`config.mk`:
```
export PLATFORM = sky130hd
export DESIGN_NAME = ex_mem_access_stage
export DESIGN_NICKNAME = d
export VERILOG_FILES = /design/src/rtl/ex_mem_access_stage.sv
export SDC_FILE = /design/constraint.sdc
export NUM_CORES = 2
export LEC_CHECK = 0
export CAP_MARGIN = 20
export CORE_ASPECT_RATIO = 1.1
export CORE_MARGIN = 2
export CORE_UTILIZATION = 25
export CTS_BUF_LIST = sky130_fd_sc_hd__clkbuf_4 sky130_fd_sc_hd__clkbuf_8
export DETAILED_ROUTE_END_ITERATION = 6
export GPL_TIMING_DRIVEN = 1
export HOLD_SLACK_MARGIN = 0.06
export PLACE_DENSITY = 0.43
export SYNTH_ARGS = -nofsm -noshare
export SYNTH_HDL_FRONTEND = slang
export SYNTH_SLANG_ARGS = --single-unit
```
`constraint.sdc`:
```
create_clock -name clk -period 5.2 [get_ports clk]
set_input_delay 0.78 -clock clk [delete_from_list [all_inputs] [get_ports clk]]
set_output_delay 0.78 -clock clk [all_outputs]
set_load 0.02 [all_outputs]
```
`src/rtl/ex_mem_access_stage.sv`:
```
// Memory-access stage: owns the data memory and serialises loads/stores with a
// fixed multi-cycle latency. Optional MEM_STATS_EN adds load/store counters.
module ex_mem_access_stage #(
  parameter int unsigned DEPTH       = 256,
  parameter int unsigned MEM_LATENCY = 2
) (
  input  logic       clk,
  input  logic       reset,
  input  logic       in_valid,
  input  logic [7:0] label_value,
  input  logic       label_flag,
  input  logic       write_mem_flag,
  input  logic       read_mem_flag,
  input  logic [7:0] alu_result,
  input  logic [7:0] reg_a,
  input  logic [7:0] reg_b,
  output logic       stall,
  output logic       wb_valid,
  output logic       wb_reg_write,
  output logic [7:0] wb_data,
  output logic [7:0] wb_reg_a,
  output logic [7:0] wb_label_value,
  output logic       wb_label_flag,
  output logic       conflict_err
`ifdef MEM_STATS_EN
  ,
  output logic [15:0] load_count,
  output logic [15:0] store_count
`endif
);

  localparam int unsigned AW     = (DEPTH > 1) ? $clog2(DEPTH) : 1;
  localparam logic [3:0]  LAT_M1 = 4'(MEM_LATENCY - 1);

  typedef enum logic {
    IDLE,
    BUSY
  } state_t;

  state_t        state_q, state_d;
  logic [3:0]    cnt_q, cnt_d;
  logic [AW-1:0] addr_q, addr_d;
  logic [7:0]    data_q, data_d;
  logic          is_store_q, is_store_d;
  logic          both_q, both_d;
  logic [7:0]    reg_a_q, reg_a_d;
  logic [7:0]    lv_q, lv_d;
  logic          lf_q, lf_d;

  logic          wb_valid_q, wb_valid_d;
  logic          wb_rw_q, wb_rw_d;
  logic [7:0]    wb_data_q, wb_data_d;
  logic [7:0]    wb_ra_q, wb_ra_d;
  logic [7:0]    wb_lv_q, wb_lv_d;
  logic          wb_lf_q, wb_lf_d;
  logic          ce_q, ce_d;

  logic [7:0]    mem_q [DEPTH];
  logic          mem_we;
  logic          mem_op;

  assign mem_op = in_valid & (read_mem_flag | write_mem_flag);

  if (AW < 8) begin : g_addr_hi
    logic unused_addr_hi;
    assign unused_addr_hi = ^alu_result[7:AW];
  end

  always_comb begin
    state_d    = state_q;
    cnt_d      = cnt_q;
    addr_d     = addr_q;
    data_d     = data_q;
    is_store_d = is_store_q;
    both_d     = both_q;
    reg_a_d    = reg_a_q;
    lv_d       = lv_q;
    lf_d       = lf_q;
    wb_valid_d = 1'b0;
    wb_rw_d    = wb_rw_q;
    wb_data_d  = wb_data_q;
    wb_ra_d    = wb_ra_q;
    wb_lv_d    = wb_lv_q;
    wb_lf_d    = wb_lf_q;
    ce_d       = 1'b0;
    mem_we     = 1'b0;
    stall      = 1'b0;

    unique case (state_q)
      IDLE: begin
        if (mem_op) begin
          stall      = 1'b1;
          addr_d     = alu_result[AW-1:0];
          data_d     = reg_b;
          is_store_d = write_mem_flag;
          both_d     = write_mem_flag & read_mem_flag;
          reg_a_d    = reg_a;
          lv_d       = label_value;
          lf_d       = label_flag;
          cnt_d      = LAT_M1;
          state_d    = BUSY;
        end else if (in_valid) begin
          wb_valid_d = 1'b1;
          wb_rw_d    = 1'b1;
          wb_data_d  = alu_result;
          wb_ra_d    = reg_a;
          wb_lv_d    = label_value;
          wb_lf_d    = label_flag;
        end
      end
      BUSY: begin
        if (cnt_q != '0) begin
          stall = 1'b1;
          cnt_d = cnt_q - 4'd1;
        end else begin
          // Upstream still holds this op; it advances on this edge, inputs ignored.
          state_d    = IDLE;
          wb_valid_d = 1'b1;
          wb_ra_d    = reg_a_q;
          wb_lv_d    = lv_q;
          wb_lf_d    = lf_q;
          if (is_store_q) begin
            mem_we    = 1'b1;
            wb_rw_d   = 1'b0;
            wb_data_d = '0;
            ce_d      = both_q;
          end else begin
            wb_rw_d   = 1'b1;
            wb_data_d = mem_q[addr_q];
          end
        end
      end
      default: state_d = IDLE;
    endcase
  end

  always_ff @(posedge clk) begin
    if (reset) begin
      state_q    <= IDLE;
      cnt_q      <= '0;
      addr_q     <= '0;
      data_q     <= '0;
      is_store_q <= 1'b0;
      both_q     <= 1'b0;
      reg_a_q    <= '0;
      lv_q       <= '0;
      lf_q       <= 1'b0;
      wb_valid_q <= 1'b0;
      wb_rw_q    <= 1'b0;
      wb_data_q  <= '0;
      wb_ra_q    <= '0;
      wb_lv_q    <= '0;
      wb_lf_q    <= 1'b0;
      ce_q       <= 1'b0;
    end else begin
      state_q    <= state_d;
      cnt_q      <= cnt_d;
      addr_q     <= addr_d;
      data_q     <= data_d;
      is_store_q <= is_store_d;
      both_q     <= both_d;
      reg_a_q    <= reg_a_d;
      lv_q       <= lv_d;
      lf_q       <= lf_d;
      wb_valid_q <= wb_valid_d;
      wb_rw_q    <= wb_rw_d;
      wb_data_q  <= wb_data_d;
      wb_ra_q    <= wb_ra_d;
      wb_lv_q    <= wb_lv_d;
      wb_lf_q    <= wb_lf_d;
      ce_q       <= ce_d;
    end
  end

  // Memory contents survive reset; a store pending at reset is dropped.
  always_ff @(posedge clk) begin
    if (mem_we && !reset) begin
      mem_q[addr_q] <= data_q;
    end
  end

  assign wb_valid       = wb_valid_q;
  assign wb_reg_write   = wb_rw_q;
  assign wb_data        = wb_data_q;
  assign wb_reg_a       = wb_ra_q;
  assign wb_label_value = wb_lv_q;
  assign wb_label_flag  = wb_lf_q;
  assign conflict_err   = ce_q;

`ifdef MEM_STATS_EN
  logic        done_load;
  logic [15:0] load_cnt_q, store_cnt_q;

  assign done_load = (state_q == BUSY) && (cnt_q == '0) && !is_store_q;

  always_ff @(posedge clk) begin
    if (reset) begin
      load_cnt_q  <= '0;
      store_cnt_q <= '0;
    end else begin
      if (done_load && (load_cnt_q != '1)) begin
        load_cnt_q <= load_cnt_q + 16'd1;
      end
      if (mem_we && (store_cnt_q != '1)) begin
        store_cnt_q <= store_cnt_q + 16'd1;
      end
    end
  end

  assign load_count  = load_cnt_q;
  assign store_count = store_cnt_q;
`endif

endmodule

```
==> run_results.csv <==
group,metric,value,unit
status,status,"finished, final reports clean",
placement,placed_cells,8294,
cts,post_cts_resized,0,
grt,antenna_found_initial,20,
routing,drtIter0Drc,3396,
routing,wl_per_cell,28.1,um
timing,tns,0,ns
yosys,ys_seq_elements,2124,
yosys,yosysTopAreaCell,"edfxtp_1",
pwr,p_per_area,367,mW/mm^2
layout,area_growth,15.6,%
yosys,synth.area.top_cells,"edfxtp_1, mux4_2, dfxtp_1, mux2i_1, nor2_1",
pwr,leakage,27.2,nW
yosys,ys_types,69,
pwr,vdd_drop_max,0.000212,V
cts,cts.clk_slew.worst_paths,0.06,ns
critical_path,critPathArrivalTime,3.50,ns
routing,vias_per_cell,4.61,
worst_hold_path,hp-class,"in -> reg",
job,cap_violations,0,
yosys,synth_edf_count,2048,
timing,setup_viol,0,
routing,drcViolationCount,0,
critical_path,crit_fanout,33,
cts,cts_tree,"yes",
placement,hpwlAfterDp,153,mm
yosys,netlist.area_leader.share,0.744,
yosys,synth_ff_type,"edfxtp_1",
routing,num_vias,41040,
floorplan,start_util,0.251,
placement,place_congestion,0.792,
routing,postRouteAntennaNets,0,
grt,busiest_layer,"met2",
timing,whs,0.188,ns
timing,fmax,0.234,GHz
critical_path,rrSetupSlack,1.13,ns
grt,grt_max_degree,152,
cts,numClockSinks,2124,
yosys,syn_nets,3985,
timing,clock_skew,0.0867,ns
timing,fin_crit_sh,0.823,
routing,first_pass_iters,5,
pwr,power.total,35.1,mW
floorplan,die_h,607,um
yosys,ys_seq_area_frac,0.762,
yosys,syn_avg_cell_area,21.0,um^2
timing,slew_viol_final,0,
layout,regArea,0.0631,mm^2
yosys,yosysWarnings,0,
floorplan,core_area,0.329,mm^2
timing,period_needed,4.28,ns
cts,cts_buffers,349,
cts,cts_buffer_depth,4,
grt,track_usage,0.146,
critical_path,setup.worst_path.start_class,"flip-flop",
floorplan,io_pins,67,
layout,drive_gt1_frac,0.282,
timing,hold_viol,0,
cts,clockRootBuffer,"clkbuf_8",
grt,grt_use_met2,0.249,
yosys,synthCells,3946,
cts,holdBufCountCts,0,
layout,multi_input_area,0.0182,mm^2
timing,rsz0062_at_grt,"no",
critical_path,critPathCaptureType,"primary output",
grt,grt_pass1_wl,349,mm
floorplan,die_x,552,um
critical_path,crit_type,"reg -> out",
grt,grt.overflow.total,0,
routing,wl,250,mm
critical_path,required,4.42,ns
yosys,syn_area,0.0827,mm^2
cts,cts.htree.levels,5,
floorplan,die-area,0.335,mm^2
grt,grt_pass1_vias,43091,
cts,clock_latency,1.01,ns
yosys,synthArstFlopShare,0,
timing,slew_headroom,0.252,
grt,grtUsageMet3,0.0236,
floorplan,fp-row-count,221,
cts,post_cts_buffers,0,
layout,fill_cells,32194,
timing,worst_pin_slew,1.12,ns
grt,met1_usage,0.191,
placement,io_buffer_count,66,
layout,final_cells,8912,
layout,fin_nets,4338,
[cells in the final DEF, fill, tap and decap left out, types with 18 or more instances in the layout]
cell             netlist  layout
a211oi_1              39      39
a21oi_1               87      87
buf_12                 3      35
buf_4                 41     125
clkbuf_4               0      82
clkbuf_8               0     361
clkdlybuf4s50_1        0      65
clkinv_1               0     102
clkinv_2               0      48
dfxtp_1               76      61
edfxtp_1            2048    2048
mux2_2                23      23
mux2i_1              133     133
mux4_2               531     531
nand2_1              144     132
nand3_1               30      26
nor2_1               312     310
nor2b_1               20      18
nor3_1                30      30
o21ai_0               20      19
o22ai_1               64      64
[routing by layer]
layer  vias up  wire, um
met5         -        47
met4        10      7140
met3       364     12600
met2      1231    124000
met1     22348    107000
li1      17087         -
[power breakdown]
part           total [mW]  switching (mW)  internal (mW)
Sequential           19.0           0.170           18.8
Combinational        2.04            1.30          0.744
Clock                14.1            6.77           7.31
Total                35.1            8.23           26.9
[worst max-delay path, stage by stage, from the launching register on]
cell	delay, ns
dfxtp_2	0.32
buf_4	0.30
nor2b_1	0.51
o21ai_4	0.33
buf_16	0.25
nand2_1	0.11
clkdlybuf4s50_1	0.64
[cells by family after synthesis]
logic type      Yosys count  share of synthesized area
compound gates          286                     0.0227
simple gates            608                     0.0318
mux                     688                      0.164
buf+inv                 239                     0.0192
fa+ha+maj                 1                   0.000151
flops                  2124                      0.762
[path summary, 6_finish.rpt]
path	startpoint	cells after the start	end
min	reset	3	conflict_err
max	state_q	6	stall
min reg2reg	both_q	2	both_q
max reg2reg	flip-flop	8	wb_data[7]
[metrics by stage]
step	utilization	setup WS, ns	cell area, um^2
final	0.290	0.921	95600
after global routing	0.290	0.684	95600
after CTS	0.290	0.807	95600
after detailed placement	0.270	1.08	89100
after global placement	0.270	1.04	89000
after floorplan	-	0.947	82700
[cells in the mapped netlist, types with 13 or more instances]
cell type  number
edfxtp_1     2048
mux4_2        531
nor2_1        312
nand2_1       144
mux2i_1       133
clkbuf_1       92
a21oi_1        87
dfxtp_1        76
o22ai_1        64
buf_4          41
a211oi_1       39
buf_6          35
buf_2          33
nand3_1        30
nor3_1         30
mux2_2         23
nor2b_1        20
o21ai_0        20
buf_8          16
o221ai_1       14
and2_1         13
buf_1          13
[final cells by class]
class	instances	share of cell area
Clock buffer	442	0.0583
Tap cell	4348	0.0569
Antenna cell	4	0.000105
Inverter	6	0.000288
Sequential cell	2124	0.660
Multi-Input combinational cell	1583	0.190
Timing Repair Buffer	235	0.0252
Clock inverter	170	0.00964
[flip-flops by register name, summed over array words and instances (netlist names), named ones only]
| signal | flops |
|---|---|
| mem_q | 2048 |
| addr_q | 8 |
| data_q | 8 |
| lv_q | 8 |
| reg_a_q | 8 |
| wb_data | 8 |
| wb_label_value | 8 |
| wb_reg_a | 8 |
| cnt_q | 4 |
| both_q | 1 |
| conflict_err | 1 |
| is_store_q | 1 |
| lf_q | 1 |
| state_q | 1 |
| wb_label_flag | 1 |
| wb_reg_write | 1 |
| wb_valid | 1 |
No activity file was read; power rests on OpenSTA's default activity.
